===== src/rtl/lsu_mem_master_if.sv =====
// Bundles the request/response handshake and the data_memory port of the load/store unit.
// The master modport is the LSU's own view; slave is the view of the surrounding environment.
interface lsu_mem_master_if;
    logic        req_valid;
    logic        req_ready;
    logic        req_write;
    logic [1:0]  req_size;
    logic        req_unsigned;
    logic [31:0] req_addr;
    logic [31:0] req_wdata;
    logic        resp_valid;
    logic [31:0] resp_rdata;
    logic        resp_error;
    logic        mem_write;
    logic [31:0] mem_address;
    logic [31:0] mem_write_data;
    logic [31:0] mem_read_data;

    modport master (
        input  req_valid, req_write, req_size, req_unsigned, req_addr, req_wdata,
        input  mem_read_data,
        output req_ready, resp_valid, resp_rdata, resp_error,
        output mem_write, mem_address, mem_write_data
    );

    modport slave (
        output req_valid, req_write, req_size, req_unsigned, req_addr, req_wdata,
        output mem_read_data,
        input  req_ready, resp_valid, resp_rdata, resp_error,
        input  mem_write, mem_address, mem_write_data
    );
endinterface


===== src/rtl/lsu_mem_master.sv =====
// Load/store initiator for a word-wide synchronous data_memory.
// Sub-word stores are read-modify-write; loads are sign/zero extended; little-endian lanes.
module lsu_mem_master #(
    parameter int unsigned MEM_WORDS = 1024
) (
    input logic              clk,
    input logic              rst_n,
    lsu_mem_master_if.master bus_io
);
    localparam logic [2:0] StIdle  = 3'd0;
    localparam logic [2:0] StIssue = 3'd1;
    localparam logic [2:0] StData  = 3'd2;
    localparam logic [2:0] StWrite = 3'd3;
    localparam logic [2:0] StResp  = 3'd4;

    logic [2:0]  state_q, state_d;
    logic        write_q, write_d;
    logic [1:0]  size_q, size_d;
    logic        uns_q, uns_d;
    logic [31:0] addr_q, addr_d;
    logic [15:0] wdata_q, wdata_d;
    logic        err_q, err_d;
    logic [31:0] rdata_q, rdata_d;
    logic [31:0] mem_wdata_q, mem_wdata_d;

    logic        req_err;
    logic [4:0]  lane_shift;
    logic [31:0] lane_word;
    logic [31:0] load_val;
    logic [31:0] lane_mask;
    logic [31:0] lane_data;
    logic [31:0] merged;

    // Classify the incoming request: bad size, misalignment or beyond the memory.
    always_comb begin
        req_err = 1'b0;
        case (bus_io.req_size)
            2'b00:   req_err = 1'b0;
            2'b01:   req_err = bus_io.req_addr[0];
            2'b10:   req_err = |bus_io.req_addr[1:0];
            default: req_err = 1'b1;
        endcase
        if ({2'b00, bus_io.req_addr[31:2]} >= MEM_WORDS) begin
            req_err = 1'b1;
        end
    end

    // Lane extraction for loads and lane merge for sub-word stores.
    always_comb begin
        // Halfword requests are aligned here, so the byte shift also selects the half lane.
        lane_shift = {addr_q[1:0], 3'b000};
        lane_word  = bus_io.mem_read_data >> lane_shift;
        case (size_q)
            2'b00: begin
                load_val  = uns_q ? {24'h0, lane_word[7:0]} : {{24{lane_word[7]}}, lane_word[7:0]};
                lane_mask = 32'h0000_00FF << lane_shift;
                lane_data = {24'h0, wdata_q[7:0]} << lane_shift;
            end
            2'b01: begin
                load_val  = uns_q ? {16'h0, lane_word[15:0]}
                                  : {{16{lane_word[15]}}, lane_word[15:0]};
                lane_mask = 32'h0000_FFFF << lane_shift;
                lane_data = {16'h0, wdata_q} << lane_shift;
            end
            default: begin
                load_val  = bus_io.mem_read_data;
                lane_mask = 32'h0;
                lane_data = 32'h0;
            end
        endcase
        merged = (bus_io.mem_read_data & ~lane_mask) | (lane_data & lane_mask);
    end

    // Sequencing: IDLE -> (ISSUE -> DATA ->) (WRITE ->) RESP -> IDLE.
    always_comb begin
        state_d     = state_q;
        write_d     = write_q;
        size_d      = size_q;
        uns_d       = uns_q;
        addr_d      = addr_q;
        wdata_d     = wdata_q;
        err_d       = err_q;
        rdata_d     = rdata_q;
        mem_wdata_d = mem_wdata_q;
        case (state_q)
            StIdle: begin
                if (bus_io.req_valid) begin
                    write_d = bus_io.req_write;
                    size_d  = bus_io.req_size;
                    uns_d   = bus_io.req_unsigned;
                    addr_d  = bus_io.req_addr;
                    wdata_d = bus_io.req_wdata[15:0];
                    err_d   = req_err;
                    if (req_err) begin
                        rdata_d = 32'h0;
                        state_d = StResp;
                    end else if (bus_io.req_write && bus_io.req_size == 2'b10) begin
                        mem_wdata_d = bus_io.req_wdata;
                        state_d     = StWrite;
                    end else begin
                        state_d = StIssue;
                    end
                end
            end
            StIssue: state_d = StData;
            StData: begin
                if (write_q) begin
                    mem_wdata_d = merged;
                    state_d     = StWrite;
                end else begin
                    rdata_d = load_val;
                    state_d = StResp;
                end
            end
            StWrite: begin
                rdata_d = 32'h0;
                state_d = StResp;
            end
            StResp:  state_d = StIdle;
            default: state_d = StIdle;
        endcase
    end

    // State and latched request; reset aborts any operation immediately.
    always_ff @(posedge clk or negedge rst_n) begin
        if (!rst_n) begin
            state_q     <= StIdle;
            write_q     <= 1'b0;
            size_q      <= 2'b00;
            uns_q       <= 1'b0;
            addr_q      <= 32'h0;
            wdata_q     <= 16'h0;
            err_q       <= 1'b0;
            rdata_q     <= 32'h0;
            mem_wdata_q <= 32'h0;
        end else begin
            state_q     <= state_d;
            write_q     <= write_d;
            size_q      <= size_d;
            uns_q       <= uns_d;
            addr_q      <= addr_d;
            wdata_q     <= wdata_d;
            err_q       <= err_d;
            rdata_q     <= rdata_d;
            mem_wdata_q <= mem_wdata_d;
        end
    end

    assign bus_io.req_ready      = (state_q == StIdle);
    assign bus_io.resp_valid     = (state_q == StResp);
    assign bus_io.resp_rdata     = rdata_q;
    assign bus_io.resp_error     = (state_q == StResp) && err_q;
    assign bus_io.mem_write      = (state_q == StWrite);
    assign bus_io.mem_address    = {addr_q[31:2], 2'b00};
    assign bus_io.mem_write_data = mem_wdata_q;
endmodule


===== src/flat_wrapper.sv =====
// flat-port wrapper written by rule: the top's interface ports become plain ports
module lsu_mem_master_flat 
#(
    parameter int unsigned MEM_WORDS = 1024
)
  (clk, rst_n, bus_io_req_valid, bus_io_req_write, bus_io_req_size, bus_io_req_unsigned, bus_io_req_addr, bus_io_req_wdata, bus_io_mem_read_data, bus_io_req_ready, bus_io_resp_valid, bus_io_resp_rdata, bus_io_resp_error, bus_io_mem_write, bus_io_mem_address, bus_io_mem_write_data);
  lsu_mem_master_if bus_io_i ();
  input logic clk;
  input logic rst_n;
  input wire logic [$bits(bus_io_i.req_valid)-1:0] bus_io_req_valid;
  input wire logic [$bits(bus_io_i.req_write)-1:0] bus_io_req_write;
  input wire logic [$bits(bus_io_i.req_size)-1:0] bus_io_req_size;
  input wire logic [$bits(bus_io_i.req_unsigned)-1:0] bus_io_req_unsigned;
  input wire logic [$bits(bus_io_i.req_addr)-1:0] bus_io_req_addr;
  input wire logic [$bits(bus_io_i.req_wdata)-1:0] bus_io_req_wdata;
  input wire logic [$bits(bus_io_i.mem_read_data)-1:0] bus_io_mem_read_data;
  output wire logic [$bits(bus_io_i.req_ready)-1:0] bus_io_req_ready;
  output wire logic [$bits(bus_io_i.resp_valid)-1:0] bus_io_resp_valid;
  output wire logic [$bits(bus_io_i.resp_rdata)-1:0] bus_io_resp_rdata;
  output wire logic [$bits(bus_io_i.resp_error)-1:0] bus_io_resp_error;
  output wire logic [$bits(bus_io_i.mem_write)-1:0] bus_io_mem_write;
  output wire logic [$bits(bus_io_i.mem_address)-1:0] bus_io_mem_address;
  output wire logic [$bits(bus_io_i.mem_write_data)-1:0] bus_io_mem_write_data;
  assign bus_io_i.req_valid = bus_io_req_valid;
  assign bus_io_i.req_write = bus_io_req_write;
  assign bus_io_i.req_size = bus_io_req_size;
  assign bus_io_i.req_unsigned = bus_io_req_unsigned;
  assign bus_io_i.req_addr = bus_io_req_addr;
  assign bus_io_i.req_wdata = bus_io_req_wdata;
  assign bus_io_i.mem_read_data = bus_io_mem_read_data;
  assign bus_io_req_ready = bus_io_i.req_ready;
  assign bus_io_resp_valid = bus_io_i.resp_valid;
  assign bus_io_resp_rdata = bus_io_i.resp_rdata;
  assign bus_io_resp_error = bus_io_i.resp_error;
  assign bus_io_mem_write = bus_io_i.mem_write;
  assign bus_io_mem_address = bus_io_i.mem_address;
  assign bus_io_mem_write_data = bus_io_i.mem_write_data;
  lsu_mem_master #(.MEM_WORDS(MEM_WORDS)) u_core (.clk(clk), .rst_n(rst_n), .bus_io(bus_io_i));
endmodule

===== config.mk =====
export PLATFORM = sky130hd
export DESIGN_NAME = lsu_mem_master_flat
export DESIGN_NICKNAME = d
export VERILOG_FILES = /design/src/rtl/lsu_mem_master_if.sv /design/src/rtl/lsu_mem_master.sv /design/src/flat_wrapper.sv
export SDC_FILE = /design/constraint.sdc
export NUM_CORES = 1
export LEC_CHECK = 0
export BUFFER_PORTS_ARGS = -buffer_cell sky130_fd_sc_hd__buf_2
export CAP_MARGIN = 20
export CELL_PAD_IN_SITES_DETAIL_PLACEMENT = 2
export CELL_PAD_IN_SITES_GLOBAL_PLACEMENT = 2
export CORE_ASPECT_RATIO = 1.1
export CORE_MARGIN = 4
export CORE_UTILIZATION = 30
export CTS_CLUSTER_SIZE = 24
export DETAILED_ROUTE_END_ITERATION = 8
export PLACE_DENSITY = 0.84
export SETUP_SLACK_MARGIN = 0.3
export SKIP_CTS_REPAIR_TIMING = 1
export SYNTH_ARGS = -nofsm -noshare
export SYNTH_HDL_FRONTEND = slang
export SYNTH_SLANG_ARGS = --single-unit

===== constraint.sdc =====
create_clock -name clk -period 1.99 [get_ports clk]
set_input_delay 0.597 -clock clk [delete_from_list [all_inputs] [get_ports clk]]
set_output_delay 0.597 -clock clk [all_outputs]
set_load 0.05 [all_outputs]

## Word level (Yosys, flattened, before mapping)

Index checks and enable logic that the tools add are counted.

- Flip-flop bits (word level): 120
- Bits of input ports: 103
- Output and inout port bits: 100
- Word-level logic and storage cells: 64

- $lt $le $gt $ge: 1
- Eq/ne operators: 13
- Shift-type cells: 5
- Multiplexer cells: 21
- Bitwise operators: 4
- Reduce and logical (&&, ||, !) cells: 11

Operators with widths:

| operator | number |
|---|---|
| 32-bit 2-to-1 mux | 9 |
| 32-bit case mux with 2 select lines | 4 |
| 32-bit case mux with 3 select lines | 1 |
| 32-bit bitwise AND | 2 |
| 32-bit inverter | 1 |
| 32-bit bitwise OR | 1 |
| 16-bit by 5-bit << shifter with 32-bit output | 1 |
| 16-bit by 5-bit << shifter with 32-bit output (first input constant) | 1 |
| 8-bit by 5-bit << shifter with 32-bit output | 1 |
| 8-bit by 5-bit << shifter with 32-bit output (first input constant) | 1 |
| 32-bit by 5-bit >> shifter with 16-bit output | 1 |
| 30-bit by 11-bit >= comparator with 1-bit output (second input constant) | 1 |
| 3-bit case mux with 4 select lines | 1 |
| 3-bit 2-to-1 mux | 3 |
| 3-bit by 2-bit equality test with 1-bit output (second input constant) | 2 |
| 2-bit by 1-bit != test with 1-bit output (second input constant) | 3 |
| 2-bit != test (second input constant) | 3 |
| 5-bit AND reduction | 1 |
| 2-bit by 1-bit equality test with 1-bit output (second input constant) | 2 |
| 2-bit logical NOT | 2 |
| 4-bit AND reduction | 1 |
| 3-bit by 1-bit equality test with 1-bit output (second input constant) | 1 |
| 3-bit equality test (second input constant) | 1 |
| 3-bit logical NOT | 1 |
| 9 further kinds | 10 |

## Depth between registers and ports, before layout

- Word-level depth: 7
- Mapped depth: 8
- Gate-level depth less buffers: 5

## Worst setup path after synthesis

Ideal clock, no wire load.

- Path type: register to output
- Start: register u_core.state_q[2]
- End: output port bus_io_resp_valid
- Arrival time: 1.656 ns
- Data required time: 1.393 ns
- Path slack: -0.263 ns
- Cell stages (with the launch flop): 4
- Buffers on the path: 1
- Cells stage by stage: dfrtp_1 buf_2 inv_1 nor3_1

- Longest elaborated chain between the ends: 1

Ends and longest elaborated chain:

| what | RTL line | text |
|---|---|---|
| from (decl) | lsu_mem_master.sv:16 | `logic [2:0] state_q, state_d;` |
| from (signal assigned) | lsu_mem_master.sv:127 | `state_q <= StIdle;` |
| from (signal assigned) | lsu_mem_master.sv:137 | `state_q <= state_d;` |
| 3-bit equality test | lsu_mem_master.sv:150 | `assign bus_io.resp_valid = (state_q == StResp);` |
| to (decl) | flat_wrapper.sv:18 | `output wire logic [$bits(bus_io_i.resp_valid)-1:0] bus_io_resp_valid;` |

No other way between the ends.

## Worst setup path in the final report

- Start: register u_core.addr_q[0]
- End: register u_core.rdata_q[9], in the netlist u_core.bus_io.resp_rdata[9]

- Longest elaborated chain between the ends: 5
- Elaborated cells between the ends (all ways): 6
- Those cells by class: shift: 1; mux: 5

Ends and longest elaborated chain:

| what | RTL line | text |
|---|---|---|
| from (decl) | lsu_mem_master.sv:20 | `logic [31:0] addr_q, addr_d;` |
| from (signal assigned) | lsu_mem_master.sv:141 | `addr_q <= addr_d;` |
| 32-bit by 5-bit >> shifter with 16-bit output (*) | lsu_mem_master.sv:52 | `lane_word = bus_io.mem_read_data >> lane_shift;` |
| 32-bit 2-to-1 mux (on tied branches) | lsu_mem_master.sv:60, lsu_mem_master.sv:55 |  |
| 32-bit case mux with 2 select lines (*) | lsu_mem_master.sv:53 | `case (size_q)` |
| 32-bit 2-to-1 mux (*) | lsu_mem_master.sv:107 | `if (write_q) begin` |
| 32-bit case mux with 3 select lines (*) | lsu_mem_master.sv:85 | `case (state_q)` |
| to (signal assigned) | lsu_mem_master.sv:144 | `rdata_q <= rdata_d;` |
| to (decl) | lsu_mem_master.sv:23 | `logic [31:0] rdata_q, rdata_d;` |

Every way passes the cells marked *; elsewhere a longest branch is shown, timed or not. The select of a mux whose other input is x is not followed.
A chain may end at the register's enable or synchronous reset.

==> summary.md <==
| Metric | Value |
|---|---|
| Max-Cap Viols | 0 |
| Worst setup EP type | flip-flop |
| Final Cell Area | 0.00954 mm2 |
| Fmax | 463 MHz |
| First-pass GRT wire length | 38300 um |
| Worst skew pair latency | 440 ps |
| Ys Warns | 0 |
| H-tree depth | 4 |
| Initial antenna violation count | 2 |
| Iteration-0 DRC Markers | 488 |
| Global Route Usage Sum | 0.211 |
| GRT overflow | 0 |
| Buffers on Ports | 200 |
| Violated checks | negative setup slack |
| Seq cells post-synth | 120 |
| Core Footprint | 0.0207 mm2 |
| Status | finished, violations left |
| Starting Density | 0.307 |
| Commonest cells after routing, fill and taps aside | buf_2, dfrtp_1, buf_4, clkbuf_4, nand2_1 |
| Vias in the first global route | 6334 |
| Crit path top cell by count | buf_6 |
| DRT antenna net count | 0 |
| Hold Crit Class | in2async |
| Finished Core Util | 0.460 |
| Root Driver | clkbuf_16 |
| Period utilization | 1.09 |
| Final setup fails | 32 |
| Commonest non-fill, non-tap cell in the layout | buf_2 |
| CTS tree | done |
| IR drop worst, VDD | 0.597 mV |
| DIE HEIGHT | 161 um |
| FILL cells | 2079 |
| Max FO, Critical Path | 8 |
| Syn Inst Count | 570 |
| DR vias | 5960 |
| Final WL | 30700 um |
| Ports | 203 |
| Crit path DAT | 2470 ps |
| Clock transition at path regs | 70 ps |
| Die width | 147 um |
| Layout cells sized above 1 | 0.561 |
| GP Congestion | 0.879 |
| Post-DR vias/cell | 5.40 |
| Post-DP HPWL | 18200 um |
| Placed inst area | 0.00787 mm2 |
| Max incr delay on CP | 490 ps |
| Post-synth top flop | dfrtp_1 |
| Register area share after synthesis | 0.472 |
| Synthesized area per cell | 11.2 um2 |
| Yosys cell types | 53 |
| First drt pass iteration count | 5 |
| Final Hold Fails | 0 |
| Crit start category | flip-flop |
| # nets final | 906 |
| Synth-to-Final Area Change | 49.9% |
| Sink Count | 120 |
| Critical path required time | 2300 ps |
| Die area | 0.0236 mm2 |
| Slew @ Worst Pin | 664 ps |
| Drt drc | 0 |
| Non-filler instance count after layout | 1103 |
| Clock Path Buffers | 2 |
| Setup Skew | 16.1 ps |
| Setup WS post-layout | -171 ps |
| # placed instances | 1033 |
| Largest net degree at the start of global routing | 62 |
| Site Rows | 55 |
| RSZ-0062 raised after global routing | yes |
| Max-slew violations | 0 |
| CTS buffer count | 17 |
| Synth async-reset ratio | 1.00 |
| Slowest CP cell | dfrtp_2 |
| Power per cell area | 895 mW/mm2 |
| WS Path Type | reg2reg |
| Synth Cell Area | 0.00636 mm2 |
| Worst slew margin | 0.556 |
| Leak | 4.67 nW |
| Worst-path cell chain | buf_6 > buf_12 > mux2i_1 > mux2_4 > nor4_4 > buf_6 > a221oi_2 > o21ai_1 |
| Tmin final | 2160 ps |
| Wire per inst | 27.9 um |
| Post-synth EDFFs | 0 |
==> layer usage <==
metal  track usage  routed length (um)  vias to the layer above
met5             0                   0                        -
met2         0.364               15700                      274
met4        0.0907                1140                        0
met1         0.246               12100                     3081
met3        0.0550                1780                       68
li1              -                   -                     2537
==> critical path: cells and delay by family, from the launching register on <==
kind	cells	cell delay (ps)
AND/OR/NAND/NOR	1	300
buffers and inverters	3	490
multiplexers	2	420
AO/OA/AOI/OAI	2	340
flip-flops	1	490
==> where the power goes <==
part	internal (W)	switching [W]	total, W
sequential	0.00260	0.000173	0.00277
clock	0.00214	0.00131	0.00345
combinational	0.000949	0.00136	0.00231
total	0.00569	0.00284	0.00853
==> sequential cells by signal, indices dropped and copies added (netlist names) <==
name                          count
u_core.addr_q                    32
u_core.bus_io.mem_write_data     32
u_core.bus_io.resp_rdata         32
u_core.err_q                      1
u_core.size_q                     2
u_core.state_q                    3
u_core.uns_q                      1
u_core.wdata_q                   16
u_core.write_q                    1
==> metrics by stage <==
| stage | power (W) | hold WS, ps | worst slack, ps | setup TNS [ps] |
|---|---|---|---|---|
| finish | 0.00853 | 52.5 | -171 | -976 |
| global route | 0.00882 | 65.0 | -227 | -5590 |
| CTS | 0.00801 | 54.6 | -296 | -1750 |
| detailed placement | 0.00457 | 464 | -369 | -19980 |
| global placement | 0.00451 | 462 | -277 | -14930 |
| floorplan | 0.00400 | 301 | -62.6 | -1710 |
==> Yosys cell counts, types with 2 or more instances <==
library cell / instances / area share
nor2b_1: 12 / 0.012
o22ai_1: 8 / 0.0079
buf_4: 36 / 0.042
o21ai_0: 39 / 0.031
nand3_1: 2 / 0.0016
mux2i_1: 35 / 0.055
a21oi_1: 18 / 0.014
nor4_1: 6 / 0.0059
a221o_1: 11 / 0.017
o32a_1: 8 / 0.013
a221oi_1: 8 / 0.011
dfrtp_1: 120 / 0.47
o221ai_1: 7 / 0.0096
buf_6: 4 / 0.0071
mux2_1: 26 / 0.046
nor3_1: 6 / 0.0047
mux2_2: 57 / 0.10
clkbuf_1: 18 / 0.011
buf_2: 16 / 0.013
o21ai_1: 5 / 0.0039
nand2b_1: 3 / 0.0029
inv_1: 6 / 0.0035
a22o_1: 16 / 0.022
nor2_1: 23 / 0.014
nand2_1: 47 / 0.028
o211ai_1: 2 / 0.0024
a221o_2: 5 / 0.0088
==> layout make-up <==
type | count | area, um2 | area share
flip-flops and latches | 120 | 3010 | 0.316
repair buffers | 288 | 2180 | 0.229
inverters | 6 | 22.5 | 0.00236
clock inverters | 14 | 196 | 0.0206
clock buffers | 18 | 439 | 0.0461
diodes | 2 | 5.00 | 0.000525
well taps | 285 | 357 | 0.0374
multi-input cells | 370 | 3320 | 0.348
==> kinds of logic (layout without fill, tap and decap cells) <==
group                  count (synthesis)  in the layout  share of synthesized area
AND/OR/NAND/NOR                      111            111                     0.0881
multiplexers                         118            118                      0.202
XOR/XNOR                               1              1                    0.00138
other                                  1              4                   0.000589
AO/OA/AOI/OAI                        138            138                      0.158
buffers and inverters                 81            326                     0.0784
flip-flops                           120            120                      0.472
==> final timing paths <==
path	startpoint	to	slack, ps	cells past startpoint
worst max-delay path	u_core.addr_q[0]	u_core.bus_io.resp_rdata[9]	-170	8
worst min-delay path	rst_n	u_core.bus_io.mem_write_data[14]	50	1
worst max register to register	u_core.addr_q[0]	u_core.bus_io.resp_rdata[9]	-170	8
worst min register to register	u_core.bus_io.mem_write_data[30]	u_core.bus_io.mem_write_data[30]	490	1
max in group asynchronous	rst_n	u_core.state_q[0]	1210	2
min in group clk	bus_io_req_addr[7]	u_core.addr_q[7]	400	2
No activity file was read; power rests on OpenSTA's default activity.
